===== src/rtl/pc_unit.sv =====
// Program counter with branch/jump/call/return and a circular return-address stack.
// Optional PC_MISALIGN_TRAP_EN: misaligned targets redirect to TRAP_PC and set sticky misalign.
module pc_unit #(
  parameter int unsigned WIDTH    = 32,
  parameter logic [31:0] RESET_PC = 32'h0000_3000,
  parameter int unsigned STEP     = 4,
  parameter int unsigned DEPTH    = 4
`ifdef PC_MISALIGN_TRAP_EN
  ,
  parameter logic [31:0] TRAP_PC  = 32'h0000_0004
`endif
) (
  input  logic             clk,
  input  logic             rst,
  input  logic             ena,
  input  logic             stall,
  input  logic             br_taken,
  input  logic [WIDTH-1:0] br_target,
  input  logic             jmp,
  input  logic             call,
  input  logic             ret,
  input  logic [WIDTH-1:0] jmp_target,
  output logic [WIDTH-1:0] pc,
  output logic             ras_full,
  output logic             ras_empty,
  output logic             ras_err
`ifdef PC_MISALIGN_TRAP_EN
  ,
  output logic             misalign
`endif
);

  localparam int unsigned PTR_W = $clog2(DEPTH);
  localparam logic [WIDTH-1:0] STEP_W  = WIDTH'(STEP);
  localparam logic [WIDTH-1:0] RST_W   = RESET_PC[WIDTH-1:0];
  localparam logic [PTR_W:0]   DEPTH_C = (PTR_W+1)'(DEPTH);

  logic [WIDTH-1:0] ras_mem [DEPTH];
  logic [PTR_W-1:0] top_reg;
  logic [PTR_W:0]   count_reg;

  logic [WIDTH-1:0] seq_pc;
  logic [WIDTH-1:0] pc_next;
  logic             push;
  logic             pop;
  logic             err_set;
  logic             from_target;
  logic             advance;

  assign advance = ena && !stall;
  assign seq_pc  = pc + STEP_W;

  always_comb begin
    pc_next     = seq_pc;
    push        = 1'b0;
    pop         = 1'b0;
    err_set     = 1'b0;
    from_target = 1'b0;
    if (ret) begin
      if (count_reg != '0) begin
        pc_next     = ras_mem[top_reg];
        pop         = 1'b1;
        from_target = 1'b1;
      end else begin
        err_set = 1'b1;
      end
    end else if (call) begin
      pc_next     = jmp_target;
      push        = 1'b1;
      from_target = 1'b1;
    end else if (jmp) begin
      pc_next     = jmp_target;
      from_target = 1'b1;
    end else if (br_taken) begin
      pc_next     = br_target;
      from_target = 1'b1;
    end
  end

`ifdef PC_MISALIGN_TRAP_EN
  localparam logic [WIDTH-1:0] ALIGN_MASK = STEP_W - WIDTH'(1);
  logic misaligned;
  assign misaligned = from_target && ((pc_next & ALIGN_MASK) != '0);

  always_ff @(posedge clk or negedge rst) begin
    if (!rst) begin
      misalign <= 1'b0;
    end else if (advance && misaligned) begin
      misalign <= 1'b1;
    end
  end
`endif

  always_ff @(posedge clk or negedge rst) begin
    if (!rst) begin
      pc        <= RST_W;
      top_reg   <= '0;
      count_reg <= '0;
      ras_err   <= 1'b0;
    end else if (advance) begin
`ifdef PC_MISALIGN_TRAP_EN
      pc <= misaligned ? TRAP_PC[WIDTH-1:0] : pc_next;
`else
      pc <= pc_next;
`endif
      if (push) begin
        // A full stack simply overwrites its oldest slot; the count saturates.
        top_reg <= top_reg + 1'b1;
        if (count_reg != DEPTH_C) count_reg <= count_reg + 1'b1;
      end else if (pop) begin
        top_reg   <= top_reg - 1'b1;
        count_reg <= count_reg - 1'b1;
      end
      if (err_set) ras_err <= 1'b1;
    end
  end

  // Storage is not reset; contents are only read when count says they are valid.
  always_ff @(posedge clk) begin
    if (advance && push) begin
      ras_mem[top_reg + 1'b1] <= seq_pc;
    end
  end

  assign ras_full  = (count_reg == DEPTH_C);
  assign ras_empty = (count_reg == '0);

endmodule


===== config.mk =====
export PLATFORM = sky130hd
export DESIGN_NAME = pc_unit
export DESIGN_NICKNAME = d
export VERILOG_FILES = /design/src/rtl/pc_unit.sv
export SDC_FILE = /design/constraint.sdc
export NUM_CORES = 1
export LEC_CHECK = 0
export BUFFER_PORTS_ARGS = -buffer_cell sky130_fd_sc_hd__buf_2
export CORE_AREA = 2 2 204 146
export CTS_CLUSTER_SIZE = 10
export DETAILED_ROUTE_END_ITERATION = 10
export DIE_AREA = 0 0 206 148
export GPL_TIMING_DRIVEN = 0
export PLACE_DENSITY = 0.49
export SETUP_SLACK_MARGIN = 0.5
export SLEW_MARGIN = 20
export SYNTH_ARGS = -nofsm -noshare
export SYNTH_HDL_FRONTEND = slang
export SYNTH_SLANG_ARGS = --single-unit

===== constraint.sdc =====
create_clock -name clk -period 2.9 [get_ports clk]
set_clock_uncertainty 0.15 [all_clocks]
set_input_delay 0.145 -clock clk [delete_from_list [all_inputs] [get_ports clk]]
set_output_delay 0.145 -clock clk [all_outputs]
set_load 0.01 [all_outputs]

# Yosys cells after proc, flatten, opt, wreduce, memory -nomap -nowiden
# Memories as Yosys holds them, arrays and structs flattened.
# Index checks and enable logic that the tools add are counted.
[op_classes] n_addsub=5 eq_ne=3 muxes=18 reduce_logical=9
[ops] op="2-to-1 mux 32 bit" n=5
[ops] op="adder 32 x 3 -> 32 bit, second input constant" n=1
[ops] op="2-to-1 mux 3 bit" n=3
[ops] op="2-to-1 mux 1 bit" n=8
[ops] op="2-to-1 mux 2 bit" n=2
[ops] op="AND reduction 2 bit" n=2
[ops] op="adder 3 x 1 -> 3 bit, second input constant" n=1
[ops] op="equality test 3 bit, second input constant" n=1
[ops] op="zero test 3 bit" n=1
[ops] op="!= test 3 bit, second input constant" n=1
[ops] op="AND reduction 3 bit" n=1
[ops] op="nonzero test 3 bit" n=1
[ops] op="subtractor 3 x 1 -> 3 bit, second input constant" n=1
[ops] op="adder 2 x 1 -> 2 bit, second input constant" n=1
[ops] op="logical AND 1 bit" n=2
[ops] op="!= test 2 x 1 -> 1 bit, second input constant" n=1
[ops] op="nonzero test 2 bit" n=1
[ops] op="subtractor 2 x 1 -> 2 bit, second input constant" n=1
[ops] op="zero test 1 bit" n=1
[word_totals] ff_bits=38 ramBits=128 out_inout_bits=35 word_cells=40 memories=1
[mem_list] memory="ras_mem" depth=4 width=32 read_ports=1 rd_clocked_by_memory_dff=0 write_ports=1 line="38" source="logic [WIDTH-1:0] ras_mem [DEPTH];"

# Logic depth before layout (Yosys ltp)
[logic_depth] depth_word=5 depth_mapped=8

# Worst setup path after synthesis
# OpenSTA, ideal clock, no wires.
[synth_path] kind="register -> register" start="register top_reg[1]" end="memory ras_mem[1][0], enable pin" setup_time_ns=0.392 arrival_ns=1.865 slack_ns=0.493 stages_incl_launch_ff=6 cell_sequence="dfrtp_1 -> clkbuf_1 -> buf_1 -> inv_1 -> ha_1 -> and3_1"
[synth_via] elab_chain_cells=1
[synth_rtl] element="start, declared" line="39" source="logic [PTR_W-1:0] top_reg;"
[synth_rtl] element="start signal, assigned" line="108" source="top_reg <= top_reg + 1'b1;"
[synth_rtl] element="start signal, assigned" line="111" source="top_reg <= top_reg - 1'b1;"
[synth_rtl] element="adder 2 x 1 -> 2 bit" line="121" source="ras_mem[top_reg + 1'b1] <= seq_pc;"
[synth_rtl] element="end, declared" line="38"
# No other way between the ends.

# Worst setup path in the final report
[layout_path] start="register pc[4]" end="register pc[11]"
[layout_via] elab_chain_cells=5 word_cells_on_any_way=6 classes_between="add/sub (1); mux (5)"
[layout_rtl] element="start, declared" line="23" source="output logic [WIDTH-1:0] pc,"
[layout_rtl] element="start signal, assigned" line="104" source="pc <= pc_next;"
[layout_rtl] element="adder 32 x 3 -> 32 bit (*)" line="51" source="assign seq_pc = pc + STEP_W;"
[layout_rtl] element="named net seq_pc[11]" line="42" source="logic [WIDTH-1:0] seq_pc;"
[layout_rtl] element="2-to-1 mux 32 bit" line="74" source="end else if (br_taken) begin"
[layout_rtl] element="2-to-1 mux 32 bit" line="71" source="end else if (jmp) begin"
[layout_rtl] element="2-to-1 mux 32 bit" line="67" source="end else if (call) begin"
[layout_rtl] element="2-to-1 mux 32 bit (*)" line="59" source="if (ret) begin"
# Mark *: on every way through the listed nets, which the timed path passes. The rest lies on a longest branch.
# A chain may end at the register's enable or synchronous reset.

==> results.md <==
| Result | Value |
| --- | --- |
| Outcome | finished, final reports clean |
| CTS tree | built |
| Final setup fails | 0 |
| Number of core rows | 52 |
| Number of cells on the worst hold path | 5 |
| Netlist area before placement | 8470 um^2 |
| Post-synth net total | 773 |
| RePlAce Congestion | 0.888 |
| Clk root buf | sky130_fd_sc_hd__clkbuf_16 |
| Total grt overflow | 0 |
| Data arrival time of the worst path | 2560 ps |
| Area fraction of the dominant cell type after synthesis | 45.4% |
| Setup tns final | 0 ps |
| Crit end category | register |
| Number of buffers created by CTS | 17 |
| HPWL after detailed placement | 21900 um |
| Starting utilization of the core area | 29.7% |
| Standard cell core area | 28500 um^2 |
| Count of synthesis-stage warnings from yosys | 0 |
| Width of the chip | 206 um |
| Largest register FFs | 128 |
| Routed via count divided by cell count | 5.57 |
| Synth async-reset ratio | 22.9% |
| I/O Buffers | 105 |
| Max-slew violation total from the final report | 0 |
| Launch point of the critical path | pc[4]$_DFFE_PN0P_ |
| RSZ-0062 raised after global routing | yes |
| Number of buffers on the longest clock path | 2 |
| Endpoint of the worst hold path | pc[20]$_DFFE_PN0P_ |
| Crit path required time | 3100 ps |
| Share of cells above drive strength 1 | 31.3% |
| Largest area contributor in the synthesized netlist | sky130_fd_sc_hd__edfxtp_1 |
| Worst Setup Path Type | register to register |
| I/O Pins | 107 |
| Number of distinct library cells after synthesis | 69 |
| Number of enable-type register cells in the synthesized netlist | 128 |
| DRT Wirelength | 31500 um |
| Cells after synthesis | 695 |
| Mean area per synthesized cell | 12.2 um^2 |
| Maximum clock frequency | 0.424 GHz |
| Die ar. | 30500 um^2 |
| First-pass iteration count of the detailed router | 5 |
| Antenna violations before repair | 0 |
| Finished Core Util | 36.8% |
| Main area contributors after synthesis | sky130_fd_sc_hd__edfxtp_1 45%, sky130_fd_sc_hd__dfrtp_1 11%, sky130_fd_sc_hd__mux4_2 8.5%, sky130_fd_sc_hd__o21ai_0 2.7%, sky130_fd_sc_hd__a21oi_1 2.6% |
| Placement-stage cell area | 9530 um^2 |
| Vias in the first global route | 6506 |
| Hold wc startpoint | jmp_target[20] |
| Power per standard cell area | 849 nW/um^2 |
| Final net count | 921 |
| Vias after detailed routing | 6862 |
| Sequential fraction of the synthesis area | 56.6% |
| Top library cells by usage in the layout, fill and taps aside | 128 x sky130_fd_sc_hd__edfxtp_1, 111 x sky130_fd_sc_hd__buf_2, 50 x sky130_fd_sc_hd__nand2_1 |
| Most instantiated flip-flop cell in the synthesis netlist | sky130_fd_sc_hd__edfxtp_1 |
| Critical-path maximum fanout | 9 |
| Most common cell after layout, fill and taps aside | sky130_fd_sc_hd__edfxtp_1 |
| TritonCTS sink count | 166 |
| Fin crit period | 2360 ps |
| Worst vdd rail ir drop | 0.387 mV |
| Transition time at the pin with the least slew margin | 963 ps |
| Wire length per cell | 25.6 um |
| Count of unresolved DRC violations after routing | 0 |
| Finished Cell Area | 10500 um^2 |
| Critical R2R Capture | pc[11]$_DFFE_PN0P_ |
| Remaining number of nets flagged by the antenna check after routing | 0 |
| Share of the clock period used by the worst path | 81.4% |
| Leakage component of the power | 3.79 nW |
| H-Tree Level Count | 4 |
| Clock latency at the later pin of the worst-skew pair | 440 ps |
| Total global routing track utilization | 20.9% |
| Start of the worst register-to-register path | pc[4]$_DFFE_PN0P_ |
| Largest net degree at the start of global routing | 39 |
| HP Class | primary input to register |
| Max-slew headroom | 35.5% |
| DRT iter0 DRCs | 765 |
| R2R setup slack | 540 ps |
| Count of maximum capacitance violations | 0 |
| Y dimension of the die | 148 um |
| Synthesis-stage register bit count | 166 |
| Clock-pin slew on the worst setup and hold paths | 60 ps |
| Inserted Diodes | 0 |
| Relative area change from synthesis to final layout | 23.6% |
| Final hold violations | 0 |
| Depth of the worst register-to-register path | 6 |
| Critical Path Source Type | register |
| Wire length of the first global-routing pass | 44800 um |
[worst max path at each step]
stage | to | slack [ps] | cells after the start
floorplan | ras_mem[3][0]$_DFFE_PP_ | 540 | 5
global placement | ras_mem[0][23]$_DFFE_PP_ | -840 | 5
detailed placement | ras_mem[1][23]$_DFFE_PP_ | -110 | 5
CTS | ras_mem[0][27]$_DFFE_PP_ | 460 | 6
global route | pc[11]$_DFFE_PN0P_ | 440 | 6
finish | pc[11]$_DFFE_PN0P_ | 540 | 6
[where the power goes]
part | internal, mW | switching, mW
clock | 1.36 | 0.965
sequential | 3.08 | 0.353
combinational | 1.27 | 1.87
total | 5.70 | 3.19
[cell usage after synthesis, types with 6 or more instances]
cell and count:
sky130_fd_sc_hd__xor2_1 11, sky130_fd_sc_hd__buf_2 9, sky130_fd_sc_hd__a21oi_1 44, sky130_fd_sc_hd__nand4_1 9, sky130_fd_sc_hd__xnor2_1 15, sky130_fd_sc_hd__mux4_2 32
sky130_fd_sc_hd__buf_4 7, sky130_fd_sc_hd__o21ai_0 45, sky130_fd_sc_hd__o21bai_1 8, sky130_fd_sc_hd__nand2b_1 6, sky130_fd_sc_hd__clkbuf_1 33, sky130_fd_sc_hd__o211ai_1 7
sky130_fd_sc_hd__nor2_1 36, sky130_fd_sc_hd__inv_1 16, sky130_fd_sc_hd__nand2_1 51, sky130_fd_sc_hd__edfxtp_1 128, sky130_fd_sc_hd__a31oi_1 24, sky130_fd_sc_hd__or3_1 7
sky130_fd_sc_hd__or2_2 8, sky130_fd_sc_hd__nor4_1 6, sky130_fd_sc_hd__and3_1 7, sky130_fd_sc_hd__nor3_1 14, sky130_fd_sc_hd__nand3_1 26, sky130_fd_sc_hd__o21a_1 7
sky130_fd_sc_hd__or4b_2 6, sky130_fd_sc_hd__and4_1 7, sky130_fd_sc_hd__dfrtp_1 36
[worst max-delay path, cell delays in order (launching register included)]
cell and delay [ps]:
sky130_fd_sc_hd__dfrtp_1 350, sky130_fd_sc_hd__buf_2 200, sky130_fd_sc_hd__nand3_1 310, sky130_fd_sc_hd__or4_1 710, sky130_fd_sc_hd__xnor2_2 260, sky130_fd_sc_hd__nand2_1 90
sky130_fd_sc_hd__a41oi_1 200
[cell families (layout without fill, tap and decap cells)]
| logic type | count (synthesis) | after routing | share of synthesized area [%] |
|---|---|---|---|
| fa+ha+maj | 6 | 6 | 0.975 |
| xor+xnor | 26 | 26 | 2.69 |
| mux | 38 | 38 | 9.23 |
| flops | 166 | 166 | 56.6 |
| buf+inv | 73 | 230 | 3.72 |
| compound gates | 183 | 183 | 13.8 |
| simple gates | 203 | 205 | 13.0 |
[what timing repair did]
item,4_1_cts,5_1_grt
endpoints found under the hold margin,43,0
setup endpoints to repair,179,104
cloned,2,1
pin swaps,3,2
hold buffers,8,0
buffers inserted,6,5
gates resized for setup,26,35
[layout make-up]
cell class / instances / area (um^2)
well taps: 378 / 473
fillers: 2793 / 18000
repair buffers: 127 / 747
plain buffers: 55 / 283
clock buffers: 21 / 450
inverters: 18 / 68.8
flip-flops and latches: 166 / 4800
multi-input cells: 458 / 3520
clock inverters: 9 / 129
[layer usage]
metal / track usage [%] / up-vias / wire (um) / part of all wire [%]
met1: 32.5 / 3472 / 15300 / 48
met4: 5.11 / 0 / 392 / 1.2
met2: 28.5 / 363 / 13000 / 41
met5: 0 / - / 0 / 0
met3: 5.58 / 31 / 2930 / 9.3
li1: - / 2996 / - / -
[through the flow]
stage          total power, mW  setup WS [ps]  hold slack (ps)  cells
2_1_floorplan             5.26            540             -301    695
3_3_place_gp              6.36           -838              270   1178
3_5_place_dp              6.37           -112             53.0   1180
4_1_cts                   8.78            458             2.54   1226
5_1_grt                   9.30            444             30.7   1232
6_report                  8.89            540             22.2   1232
(Power assumes the default switching activity.)
